## config.mk

```make
export PLATFORM = sky130hd
export DESIGN_NAME = gemm_tile_scheduler
export DESIGN_NICKNAME = d
export VERILOG_FILES = /design/src/rtl/gemm_tile_scheduler_pkg.sv /design/src/rtl/gemm_tile_counter.sv /design/src/rtl/gemm_tile_scheduler.sv
export SDC_FILE = /design/constraint.sdc
export NUM_CORES = 1
export LEC_CHECK = 0
export CORE_AREA = 2 2 109 111
export CTS_CLUSTER_DIAMETER = 150
export DETAILED_ROUTE_END_ITERATION = 12
export DIE_AREA = 0 0 111 113
export RECOVER_POWER = 25
export SETUP_SLACK_MARGIN = 0.5
export SYNTH_ARGS = -nofsm -noshare
export SYNTH_HDL_FRONTEND = slang
export SYNTH_HIERARCHICAL = 1
export SYNTH_SLANG_ARGS = --single-unit
export TNS_END_PERCENT = 5
```

## constraint.sdc

```tcl
create_clock -name clk -period 3.9 [get_ports clk]
set_input_delay 0.78 -clock clk [delete_from_list [all_inputs] [get_ports clk]]
set_output_delay 0.78 -clock clk [all_outputs]
set_load 0.1 [all_outputs]
```

## src/rtl/gemm_tile_scheduler_pkg.sv

```systemverilog
// Shared types and constants for the GEMM tile scheduler.
// State encoding, accumulator mode constants, watchdog default, M range helper.
package gemm_tile_scheduler_pkg;

    typedef enum logic [2:0] {
        S_IDLE       = 3'd0,
        S_LAUNCH     = 3'd1,
        S_WAIT_DONE  = 3'd2,
        S_DRAIN      = 3'd3,
        S_WAIT_DRAIN = 3'd4,
        S_FINISH     = 3'd5
    } sched_state_t;

    localparam logic ACC_MODE_OVERWRITE = 1'b0;
    localparam logic ACC_MODE_ACCUM     = 1'b1;

    localparam int WDOG_CYCLES_DEFAULT = 65535;

    // M must be in 1..2^aw so every row has an accumulator address.
    function automatic logic rows_in_range(
        input logic [31:0] m,
        input int unsigned aw
    );
        logic [32:0] lim;
        lim = 33'd1 << aw;
        return (m != 32'd0) && ({1'b0, m} <= lim);
    endfunction

endpackage

```

## src/rtl/gemm_tile_counter.sv

```systemverilog
// Nested K/N tile index counter with last-tile flags.
// Ports: load (latch counts, zero indices), k_inc/k_clr/n_inc, k_idx/n_idx, k_last/n_last.
module gemm_tile_counter #(
    parameter int KT_WIDTH = 8,
    parameter int NT_WIDTH = 8
) (
    input  logic                clk,
    input  logic                rst_n,
    input  logic                load,
    input  logic [KT_WIDTH-1:0] kt_count,
    input  logic [NT_WIDTH-1:0] nt_count,
    input  logic                k_inc,
    input  logic                k_clr,
    input  logic                n_inc,
    output logic [KT_WIDTH-1:0] k_idx,
    output logic [NT_WIDTH-1:0] n_idx,
    output logic                k_last,
    output logic                n_last
);

    logic [KT_WIDTH-1:0] kt_q;
    logic [NT_WIDTH-1:0] nt_q;

    assign k_last = (k_idx == kt_q - KT_WIDTH'(1));
    assign n_last = (n_idx == nt_q - NT_WIDTH'(1));

    always_ff @(posedge clk or negedge rst_n) begin
        if (!rst_n) begin
            kt_q  <= '0;
            nt_q  <= '0;
            k_idx <= '0;
            n_idx <= '0;
        end else if (load) begin
            kt_q  <= kt_count;
            nt_q  <= nt_count;
            k_idx <= '0;
            n_idx <= '0;
        end else begin
            // Increments are gated by the last flags so indices never wrap.
            if (k_clr) begin
                k_idx <= '0;
            end else if (k_inc && !k_last) begin
                k_idx <= k_idx + KT_WIDTH'(1);
            end
            if (n_inc && !n_last) begin
                n_idx <= n_idx + NT_WIDTH'(1);
            end
        end
    end

endmodule

```

## src/rtl/gemm_tile_scheduler.sv

```systemverilog
// Sequences the core over M x Kt x Nt tiles.
// Kt launches per N tile, then a drain.
module gemm_tile_scheduler
  import gemm_tile_scheduler_pkg::*;
#(
  parameter int ADDR_WIDTH  = 8,
  parameter int KT_WIDTH    = 8,
  parameter int NT_WIDTH    = 8,
  parameter int WDOG_CYCLES = WDOG_CYCLES_DEFAULT
) (
  input  logic                clk,
  input  logic                rst_n,
  input  logic                cmd_valid,
  output logic                cmd_ready,
  input  logic [31:0]         cmd_m_rows,
  input  logic [KT_WIDTH-1:0] cmd_k_tiles,
  input  logic [NT_WIDTH-1:0] cmd_n_tiles,
  input  logic                abort,
  output logic                core_ap_start,
  output logic [31:0]         core_cfg_compute_cycles,
  output logic                core_cfg_acc_mode,
  input  logic                core_ap_done,
  input  logic                core_ap_idle,
  output logic                drain_start,
  output logic [ADDR_WIDTH:0] drain_rows,
  input  logic                drain_done,
  output logic [KT_WIDTH-1:0] tile_k_idx,
  output logic [NT_WIDTH-1:0] tile_n_idx,
  output logic                busy,
  output logic                done,
  output logic                err
);

  sched_state_t state;
  logic [31:0]  m_rows;
  logic         cmd_fire;
  logic         cmd_bad;
  logic         k_inc;
  logic         n_inc;
  logic         k_last;
  logic         n_last;

`ifdef GEMM_SCHED_WATCHDOG_EN
  localparam logic [31:0] WDOG_LAST = 32'(WDOG_CYCLES - 1);
  logic [31:0] wdog_cnt;
  logic        wdog_hit;
  assign wdog_hit = (wdog_cnt == WDOG_LAST);
`endif

  assign cmd_ready = (state == S_IDLE);
  assign busy      = ~cmd_ready;

  assign core_cfg_compute_cycles = m_rows;
  assign drain_rows = m_rows[ADDR_WIDTH:0];

  assign cmd_fire = cmd_valid && cmd_ready && !abort;
  assign cmd_bad  = !rows_in_range(cmd_m_rows, ADDR_WIDTH)
                 || (cmd_k_tiles == '0)
                 || (cmd_n_tiles == '0);

  assign k_inc = !abort && (state == S_WAIT_DONE)
              && core_ap_done && !k_last;
  assign n_inc = !abort && (state == S_WAIT_DRAIN)
              && drain_done && !n_last;

  gemm_tile_counter #(
    .KT_WIDTH (KT_WIDTH),
    .NT_WIDTH (NT_WIDTH)
  ) u_cnt (
    .clk      (clk),
    .rst_n    (rst_n),
    .load     (cmd_fire),
    .kt_count (cmd_k_tiles),
    .nt_count (cmd_n_tiles),
    .k_inc    (k_inc),
    .k_clr    (n_inc),
    .n_inc    (n_inc),
    .k_idx    (tile_k_idx),
    .n_idx    (tile_n_idx),
    .k_last   (k_last),
    .n_last   (n_last)
  );

  always_ff @(posedge clk or negedge rst_n) begin
    if (!rst_n) begin
      state             <= S_IDLE;
      m_rows            <= '0;
      err               <= 1'b0;
      core_ap_start     <= 1'b0;
      core_cfg_acc_mode <= ACC_MODE_OVERWRITE;
      drain_start       <= 1'b0;
      done              <= 1'b0;
`ifdef GEMM_SCHED_WATCHDOG_EN
      wdog_cnt          <= '0;
`endif
    end else begin
      core_ap_start <= 1'b0;
      drain_start   <= 1'b0;
      done          <= 1'b0;
      if (abort) begin
        state <= S_IDLE;
      end else begin
        unique case (state)
          S_IDLE: begin
            if (cmd_fire) begin
              m_rows <= cmd_m_rows;
              err    <= cmd_bad;
              if (!cmd_bad) begin
                state <= S_LAUNCH;
              end
            end
          end
          S_LAUNCH: begin
            if (core_ap_idle) begin
              core_ap_start     <= 1'b1;
              core_cfg_acc_mode <= (tile_k_idx != '0)
                ? ACC_MODE_ACCUM : ACC_MODE_OVERWRITE;
              state             <= S_WAIT_DONE;
`ifdef GEMM_SCHED_WATCHDOG_EN
              wdog_cnt          <= '0;
`endif
            end
          end
          S_WAIT_DONE: begin
            if (core_ap_done) begin
              state <= k_last ? S_DRAIN : S_LAUNCH;
            end
`ifdef GEMM_SCHED_WATCHDOG_EN
            else if (wdog_hit) begin
              err   <= 1'b1;
              state <= S_IDLE;
            end else begin
              wdog_cnt <= wdog_cnt + 32'd1;
            end
`endif
          end
          S_DRAIN: begin
            drain_start <= 1'b1;
            state       <= S_WAIT_DRAIN;
`ifdef GEMM_SCHED_WATCHDOG_EN
            wdog_cnt    <= '0;
`endif
          end
          S_WAIT_DRAIN: begin
            if (drain_done) begin
              state <= n_last ? S_FINISH : S_LAUNCH;
            end
`ifdef GEMM_SCHED_WATCHDOG_EN
            else if (wdog_hit) begin
              err   <= 1'b1;
              state <= S_IDLE;
            end else begin
              wdog_cnt <= wdog_cnt + 32'd1;
            end
`endif
          end
          S_FINISH: begin
            done  <= 1'b1;
            state <= S_IDLE;
          end
          default: begin
            state <= S_IDLE;
          end
        endcase
      end
    end
  end

endmodule

```

==> impl_metrics.sql, run 1 <==
INSERT INTO impl_metrics (metric_group, metric, value, unit) VALUES
('grt', 'largest_net_degree_at_the_start_of_global_routing', '73', ''),
('clocking', 'worstSkewPairLatency', '0.34', 'ns'),
('logic_synthesis', 'yosys_warnings', '6', ''),
('setup_path', 'reg2reg_depth', '13', ''),
('setup_path', 'reg2reg_to', 'u_cnt/k_idx[7]$_DFFE_PN0P_', ''),
('clocking', 'cts-buffers-inserted', '9', ''),
('timing', 'setup_viol_count_final', '0', ''),
('timing', 'unrepaired_setup_endpoints_after_global_routing', 'false', ''),
('clocking', 'post_cts_hold_buffer_count', '0', ''),
('logic_synthesis', 'yosysTopAreaCell', 'sky130_fd_sc_hd__dfrtp_1', ''),
('routing', 'route.detailed.vias_per_inst', '4.94', ''),
('placed_design', 'routabilityCongestion', '0.809', ''),
('setup_path', 'worstReg2RegStart', 'u_cnt/kt_q[0]$_DFFE_PN0P_', ''),
('logic_synthesis', 'synth_async_sr_flop_share', '1.00', ''),
('logic_synthesis', 'synth-edff-count', '0', ''),
('power_and_ir_drop', 'internal_power', '0.00170', 'W'),
('clocking', 'max-clock-path-buffers', '2', ''),
('routing', 'postRouteAntennaNets', '0', ''),
('flow_run', 'maxCapViolations', '1', ''),
('setup_path', 'critical_path_class', 'reg -> reg', ''),
('logic_synthesis', 'syn-num-nets', '400', ''),
('timing', 'slew-limit-headroom', '-0.208', ''),
('clocking', 'clkTransAtPathRegs', '0.06', 'ns'),
('routing', 'dr_total_vias', '2953', ''),
('power_and_ir_drop', 'peakVddDrop', '0.000537', 'V'),
('setup_path', 'worstPathArrival', '3.37', 'ns'),
('setup_path', 'r2r_slack', '0.80', 'ns'),
('routing', 'detail_route.wirelength', '9380', 'um'),
('timing', 'final.setup.worst_slack', '0.798', 'ns'),
('power_and_ir_drop', 'p_per_area', '503', 'nW/um^2'),
('grt', 'antenna_found_initial', '0', ''),
('setup_path', 'worstPathMaxFanout', '11', ''),
('grt', 'globalRoute.totalOverflow', '0', ''),
('clocking', 'ctsRootBufferMaster', 'sky130_fd_sc_hd__clkbuf_16', ''),
('routing', 'remaining_drc_errors', '0', ''),
('grt', 'first_global_vias', '3083', ''),
('timing', 'total_negative_setup_slacks', '0', 'ns'),
('floorplan', 'core', '11300', 'sq um'),
('timing', 'clock-skew-final', '0.00550', 'ns'),
('timing', 'timing_hold_violations_final', '0', ''),
('grt', 'global_route_wire_length_before_repair', '15700', 'um'),
('power_and_ir_drop', 'sw_frac_of_total', '0.380', ''),
('power_and_ir_drop', 'share_comb_of_total_power', '0.345', ''),
('setup_path', 'setup.worst_path.start_class', 'flop', ''),
('status', 'failed_checks', 'max-capacitance violations, max-slew violations', ''),
('setup_path', 'critical_path_required', '4.16', 'ns'),
('status', 'run_status', 'finished with violations', ''),
('finish', 'final_layout_size_suffix_gt1_frac', '0.174', ''),
('routing', 'drt_iter0_markers', '117', ''),
('routing', 'dr.pass1.iters', '4', ''),
('power_and_ir_drop', 'p_clk_frac', '0.327', ''),
('power_and_ir_drop', 'switching_power', '0.00104', 'W'),
('logic_synthesis', 'synthesis.instances', '341', ''),
('floorplan', 'die_area', '12500', 'sq um'),
('floorplan', 'fp-row-count', '39', ''),
('floorplan', 'initial_core_util', '0.347', ''),
('grt', 'grt.total_usage', '0.157', ''),
('timing', 'worst_slew_pin_slew', '1.81', 'ns'),
('floorplan', 'die_h', '113', 'um'),
('logic_synthesis', 'top_area_cell_type_share_of_the_netlist_area', '0.461', ''),
('placed_design', 'dp_hpwl', '6850', 'um'),
('power_and_ir_drop', 'total_design_power', '0.00274', 'W'),
('clocking', 'post_cts_resize_count', '0', ''),
('clocking', 'cts.sink_count', '72', ''),
('placed_design', 'io_buffers', '118', ''),
('power_and_ir_drop', 'power.static_leakage', '2.27', 'nW'),
('logic_synthesis', 'netlist-cell-type-count', '52', ''),
('timing', 'maxSlewViolCount', '73', ''),
('logic_synthesis', 'synthesis.area', '3910', 'sq um'),
('floorplan', 'pin_count', '119', ''),
('timing', 'fmax', '322', 'MHz');
## state kept, by name, summed over array words and instances (netlist names)
register	cells
core_ap_start	1
core_cfg_acc_mode	1
core_cfg_compute_cycles	32
done	1
drain_start	1
err	1
state	3
u_cnt/k_idx	8
u_cnt/kt_q	8
u_cnt/n_idx	8
u_cnt/nt_q	8
## worst min path at each step
stage	from	endpoint	slack [ns]	depth (start not counted)
2_1_floorplan	rst_n	core_ap_start$_DFF_PN0_	0.48	0
6_report	core_cfg_acc_mode$_DFFE_PN0P_	core_cfg_acc_mode$_DFFE_PN0P_	0.49	1
4_1_cts	core_cfg_acc_mode$_DFFE_PN0P_	core_cfg_acc_mode$_DFFE_PN0P_	0.50	1
5_1_grt	core_cfg_compute_cycles[13]$_DFFE_PN0P_	core_cfg_compute_cycles[13]$_DFFE_PN0P_	0.53	1
3_5_place_dp	core_cfg_acc_mode$_DFFE_PN0P_	core_cfg_acc_mode$_DFFE_PN0P_	0.48	1
3_3_place_gp	core_cfg_acc_mode$_DFFE_PN0P_	core_cfg_acc_mode$_DFFE_PN0P_	0.48	1
## cells in the final DEF (no fill, tap or decap), types with 11 or more instances in the layout
| cell type | count |
|---|---|
| sky130_fd_sc_hd__clkdlybuf4s50_1 | 116 |
| sky130_fd_sc_hd__mux2_2 | 17 |
| sky130_fd_sc_hd__nor4_1 | 14 |
| sky130_fd_sc_hd__nor2_1 | 11 |
| sky130_fd_sc_hd__o21ai_0 | 15 |
| sky130_fd_sc_hd__a21oi_1 | 19 |
| sky130_fd_sc_hd__dfrtp_1 | 72 |
| sky130_fd_sc_hd__nand2_1 | 21 |
| sky130_fd_sc_hd__xnor2_1 | 12 |
| sky130_fd_sc_hd__mux2_4 | 29 |
## Yosys cell counts, types with 3 or more instances
cell / n
sky130_fd_sc_hd__nor2b_1: 5
sky130_fd_sc_hd__mux2i_1: 4
sky130_fd_sc_hd__or4_1: 3
sky130_fd_sc_hd__dfrtp_1: 72
sky130_fd_sc_hd__buf_4: 11
sky130_fd_sc_hd__nor4_1: 14
sky130_fd_sc_hd__a21oi_1: 19
sky130_fd_sc_hd__inv_1: 10
sky130_fd_sc_hd__clkbuf_1: 3
sky130_fd_sc_hd__mux2_2: 17
sky130_fd_sc_hd__nor2_1: 11
sky130_fd_sc_hd__nor3_1: 7
sky130_fd_sc_hd__ha_1: 4
sky130_fd_sc_hd__xnor2_1: 12
sky130_fd_sc_hd__nand3_1: 8
sky130_fd_sc_hd__o31ai_1: 3
sky130_fd_sc_hd__nand4_1: 7
sky130_fd_sc_hd__nand3b_1: 3
sky130_fd_sc_hd__and3_1: 3
sky130_fd_sc_hd__xor2_1: 10
sky130_fd_sc_hd__buf_2: 3
sky130_fd_sc_hd__mux2_4: 29
sky130_fd_sc_hd__buf_6: 5
sky130_fd_sc_hd__or3_1: 9
sky130_fd_sc_hd__o21ai_0: 15
sky130_fd_sc_hd__nand2_1: 21
## cells by family (layout without fill, tap and decap cells)
| family | after synthesis | in the layout | synth area share |
|---|---|---|---|
| simple gates | 108 | 108 | 0.165 |
| buf+inv | 33 | 147 | 0.0532 |
| fa+ha+maj | 4 | 4 | 0.0128 |
| mux | 50 | 50 | 0.171 |
| compound gates | 52 | 52 | 0.0881 |
| xor+xnor | 22 | 22 | 0.0493 |
| flops | 72 | 72 | 0.461 |
## worst max-delay path, stage by stage (launching register included)
cell and delay (ns):
sky130_fd_sc_hd__dfrtp_1 0.43, sky130_fd_sc_hd__inv_1 0.10, sky130_fd_sc_hd__ha_1 0.34, sky130_fd_sc_hd__xor2_1 0.17, sky130_fd_sc_hd__nor2_1 0.05, sky130_fd_sc_hd__a21oi_1 0.22, sky130_fd_sc_hd__a2111oi_4 0.12, sky130_fd_sc_hd__and2_4 0.21
sky130_fd_sc_hd__nand2b_1 0.17, sky130_fd_sc_hd__nor3_2 0.19, sky130_fd_sc_hd__and3_1 0.21, sky130_fd_sc_hd__nand4_1 0.16, sky130_fd_sc_hd__or4_1 0.51, sky130_fd_sc_hd__a21oi_1 0.15
## metrics by stage
stage / cell area [sq um] / instances / hold slack, ns / utilization
2_1_floorplan: 3910 / 341 / 0.484 / -
3_3_place_gp: 5110 / 582 / 0.480 / 0.454
3_5_place_dp: 5110 / 582 / 0.484 / 0.454
4_1_cts: 5440 / 598 / 0.497 / 0.482
5_1_grt: 5440 / 598 / 0.529 / 0.483
6_report: 5440 / 598 / 0.493 / 0.483
## area by class of cell
type / instances / area, sq um
well taps: 143 / 179
fillers: 1031 / 5830
inverters: 10 / 37.5
flip-flops and latches: 72 / 1800
multi-input cells: 236 / 1900
clock buffers: 12 / 246
clock inverters: 4 / 76.3
repair buffers: 121 / 1200
## metal layers
metal / track usage / share of wire / vias up
met5: 0 / 0 / -
met4: 0.0700 / 0.017 / 0
met3: 0.0552 / 0.076 / 10
met2: 0.249 / 0.46 / 101
met1: 0.195 / 0.45 / 1398
li1: - / - / 1444
## power by group through the flow
| stage | Clock (W) | Sequential (W) | Combinational (W) |
|---|---|---|---|
| finish | 0.000897 | 0.000896 | 0.000945 |
| global route | 0.000951 | 0.000909 | 0.000983 |
| CTS | 0.000922 | 0.000897 | 0.000953 |
| detailed placement | 0 | 0.000905 | 0.000951 |
| global placement | 0 | 0.000904 | 0.000945 |
| floorplan | 0 | 0.00127 | 0.000353 |
(Power assumes the default switching activity.)
==> inputs of run 2 (changes only) <==
==> constraint.sdc (replaced) <==
create_clock -name clk -period 3.25 [get_ports clk]
set_input_delay 0.65 -clock clk [delete_from_list [all_inputs] [get_ports clk]]
set_output_delay 0.65 -clock clk [all_outputs]
set_load 0.1 [all_outputs]
==> run 2 against run 1 <==
Net effect: critical path depth is 1 higher; global-route usage is 0.078 points higher; critical endpoint unchanged; the flow still finishes with violations (max-capacitance violations, max-slew violations); wire length is 3.3% higher; power is 16% higher.
==> impl_metrics.sql, run 2 (same netlist as run 1, synthesis figures left out) <==
INSERT INTO impl_metrics (metric_group, metric, value, unit) VALUES
('power_and_ir_drop', 'switching_power', '0.00124', 'W'),
('timing', 'unrepaired_setup_endpoints_after_global_routing', 'true', ''),
('floorplan', 'core', '11300', 'sq um'),
('clocking', 'ctsHtreeMaxLevel', '3', ''),
('timing', 'timing_hold_violations_final', '0', ''),
('power_and_ir_drop', 'peakVddDrop', '0.000381', 'V'),
('finish', 'largest_reg_flops', '32', ''),
('clocking', 'tritoncts_clock_tree', 'built', ''),
('power_and_ir_drop', 'sw_frac_of_total', '0.390', ''),
('routing', 'post_drt_wl_per_cell', '15.7', 'um'),
('grt', 'first_global_vias', '3285', ''),
('finish', 'final_layout_size_suffix_gt1_frac', '0.412', ''),
('timing', 'slew-limit-headroom', '-0.00287', ''),
('routing', 'detail_route.wirelength', '9690', 'um'),
('finish', 'final_net_count', '527', ''),
('placed_design', 'dpl-instance-area', '5040', 'sq um'),
('grt', 'antenna_found_initial', '0', ''),
('worst_hold_path', 'worstHoldPathCells', '1', ''),
('power_and_ir_drop', 'sequentialPowerShare', '0.340', ''),
('grt', 'largest_net_degree_at_the_start_of_global_routing', '48', ''),
('setup_path', 'worstPathArrival', '3.01', 'ns'),
('timing', 'worst_slew_pin_slew', '1.50', 'ns'),
('setup_path', 'r2r_slack', '0.49', 'ns'),
('routing', 'drt_iter0_markers', '99', ''),
('placed_design', 'routabilityCongestion', '0.798', ''),
('floorplan', 'fp-row-count', '39', ''),
('timing', 'maxSlewViolCount', '25', ''),
('worst_hold_path', 'holdCritPathClass', 'reg -> reg', ''),
('timing', 'total_negative_setup_slacks', '0', 'ns'),
('setup_path', 'critical_path_required', '3.50', 'ns'),
('finish', 'layout_common_cells', '83 x sky130_fd_sc_hd__buf_4, 53 x sky130_fd_sc_hd__dfrtp_1, 53 x sky130_fd_sc_hd__clkdlybuf4s50_1, 29 x sky130_fd_sc_hd__mux2_4, 21 x sky130_fd_sc_hd__nand2_1', ''),
('clocking', 'worstSkewPairLatency', '0.33', 'ns'),
('finish', 'num_antenna_cells', '0', ''),
('clocking', 'cts-buffers-inserted', '9', ''),
('setup_path', 'reg2reg_depth', '14', ''),
('status', 'failed_checks', 'max-capacitance violations, max-slew violations', ''),
('finish', 'fillerInstances', '991', ''),
('routing', 'route.detailed.vias_per_inst', '5.09', ''),
('floorplan', 'pin_count', '119', ''),
('setup_path', 'worstReg2RegStart', 'u_cnt/kt_q[1]$_DFFE_PN0P_', ''),
('setup_path', 'reg2reg_to', 'u_cnt/k_idx[7]$_DFFE_PN0P_', ''),
('clocking', 'max-clock-path-buffers', '2', ''),
('floorplan', 'die_area', '12500', 'sq um'),
('grt', 'globalRoute.totalOverflow', '0', ''),
('timing', 'clock-skew-final', '0.00458', 'ns'),
('timing', 'fmax', '362', 'MHz'),
('power_and_ir_drop', 'internal_power', '0.00194', 'W'),
('grt', 'grt.total_usage', '0.158', ''),
('finish', 'final_design_area_no_fill', '5540', 'sq um'),
('setup_path', 'worstPathMaxFanout', '7', ''),
('clocking', 'clkTransAtPathRegs', '0.06', 'ns'),
('power_and_ir_drop', 'share_comb_of_total_power', '0.364', ''),
('floorplan', 'die_width', '111', 'um'),
('finish', 'layout.cells.most_common', 'sky130_fd_sc_hd__buf_4', ''),
('floorplan', 'initial_core_util', '0.347', ''),
('setup_path', 'endpoint_kind', 'flop', ''),
('grt', 'global_route_wire_length_before_repair', '16000', 'um'),
('power_and_ir_drop', 'power.static_leakage', '2.42', 'nW'),
('setup_path', 'critical_path_class', 'reg -> reg', ''),
('routing', 'remaining_drc_errors', '0', ''),
('timing', 'setup_viol_count_final', '0', ''),
('clocking', 'post_cts_hold_buffer_count', '0', ''),
('floorplan', 'die_h', '113', 'um'),
('finish', 'post_synthesis_to_final_layout_area_growth', '41.9', '%'),
('setup_path', 'cp-endpoint', 'u_cnt/k_idx[7]$_DFFE_PN0P_', ''),
('timing', 'final.min_clock_period', '2.76', 'ns'),
('placed_design', 'post_place_setup_slack', '0.243', 'ns'),
('placed_design', 'dp_hpwl', '7040', 'um'),
('clocking', 'cts.sink_count', '72', ''),
('timing', 'hold-worst-slack', '0.509', 'ns'),
('power_and_ir_drop', 'p_per_area', '574', 'nW/um^2'),
('setup_path', 'timing.critical_path.from', 'u_cnt/kt_q[1]$_DFFE_PN0P_', ''),
('power_and_ir_drop', 'p_clk_frac', '0.297', ''),
('status', 'run_status', 'finished with violations', ''),
('timing', 'final.setup.worst_slack', '0.491', 'ns'),
('placed_design', 'io_buffers', '118', ''),
('setup_path', 'setup.worst_path.start_class', 'flop', ''),
('routing', 'dr.pass1.iters', '4', ''),
('flow_run', 'maxCapViolations', '1', ''),
('routing', 'dr_total_vias', '3136', ''),
('routing', 'postRouteAntennaNets', '0', ''),
('clocking', 'ctsRootBufferMaster', 'sky130_fd_sc_hd__clkbuf_16', ''),
('timing', 'post-route-period-util', '0.849', '');
==> run 2: cell types whose count changed in the layout (fill, tap and decap cells not counted), moves of 3 or more <==
cell,previous run,this run
sky130_fd_sc_hd__inv_1,10,7
sky130_fd_sc_hd__dfrtp_1,72,53
sky130_fd_sc_hd__a21oi_1,19,16
sky130_fd_sc_hd__dfrtp_2,0,15
sky130_fd_sc_hd__clkdlybuf4s50_1,116,53
sky130_fd_sc_hd__a21oi_2,0,3
sky130_fd_sc_hd__clkinv_2,0,3
sky130_fd_sc_hd__nor3_4,0,3
sky130_fd_sc_hd__buf_4,4,83
sky130_fd_sc_hd__dfrtp_4,0,4
sky130_fd_sc_hd__inv_2,0,3
==> run 2: layout make-up <==
type	count	area (sq um)	area share
Clock inverter	4	45.0	0.00812
Sequential cell	72	1840	0.331
Inverter	10	37.5	0.00677
Multi-Input combinational cell	237	2030	0.367
Tap cell	143	179	0.0323
Timing Repair Buffer	138	1180	0.212
Clock buffer	12	236	0.0427
==> run 2: worst max-delay path: stages (launching register included) <==
cell and delay, ns:
sky130_fd_sc_hd__dfrtp_1 0.39, sky130_fd_sc_hd__buf_4 0.14, sky130_fd_sc_hd__inv_2 0.06, sky130_fd_sc_hd__ha_4 0.17
sky130_fd_sc_hd__xor2_1 0.16, sky130_fd_sc_hd__nor2_1 0.06, sky130_fd_sc_hd__a21oi_2 0.14, sky130_fd_sc_hd__a2111oi_4 0.11
sky130_fd_sc_hd__and2_4 0.19, sky130_fd_sc_hd__nand2b_4 0.14, sky130_fd_sc_hd__nor3_4 0.14, sky130_fd_sc_hd__and3_4 0.22
sky130_fd_sc_hd__nand4_1 0.15, sky130_fd_sc_hd__or4_4 0.45, sky130_fd_sc_hd__a21oi_2 0.14
==> run 2: timing repair <==
action | CTS | global route
endpoints found under the setup margin | 7 | 15
gates resized for setup | 15 | 11
pin swaps | 14 | 7
setup buffers | 9 | 5
cloned | 1 | 0
==> run 2: metal layers <==
metal	GRT usage	part of all wire	wire (um)
met5	0	0	0
met4	0.0633	0.015	145
met3	0.0471	0.077	743
met2	0.255	0.47	4580
met1	0.200	0.44	4220
==> run 2: how the worst min path moves through the flow <==
stage / from / end / slack (ns)
after floorplan: rst_n / core_ap_start$_DFF_PN0_ / 0.35
after global placement: core_cfg_acc_mode$_DFFE_PN0P_ / core_cfg_acc_mode$_DFFE_PN0P_ / 0.48
after detailed placement: core_cfg_acc_mode$_DFFE_PN0P_ / core_cfg_acc_mode$_DFFE_PN0P_ / 0.49
after CTS: rst_n / core_cfg_compute_cycles[18]$_DFFE_PN0P_ / 0.36
after global routing: core_cfg_compute_cycles[29]$_DFFE_PN0P_ / core_cfg_compute_cycles[29]$_DFFE_PN0P_ / 0.53
final: core_cfg_acc_mode$_DFFE_PN0P_ / core_cfg_acc_mode$_DFFE_PN0P_ / 0.51
==> run 2: per-stage QoR <==
stage / cells / utilization / total power, W
3_3_place_gp: 585 / 0.447 / 0.00220
6_report: 616 / 0.492 / 0.00318
3_5_place_dp: 585 / 0.447 / 0.00221
4_1_cts: 611 / 0.485 / 0.00321
5_1_grt: 616 / 0.492 / 0.00331
2_1_floorplan: 341 / - / 0.00195
==> run 2: power by group through the flow <==
stage,registers [W],clock network [W],logic [W]
2_1_floorplan,0.00152,0,0.000426
3_3_place_gp,0.00109,0,0.00111
3_5_place_dp,0.00109,0,0.00112
4_1_cts,0.00108,0.000975,0.00115
5_1_grt,0.00110,0.00101,0.00120
6_report,0.00108,0.000945,0.00116
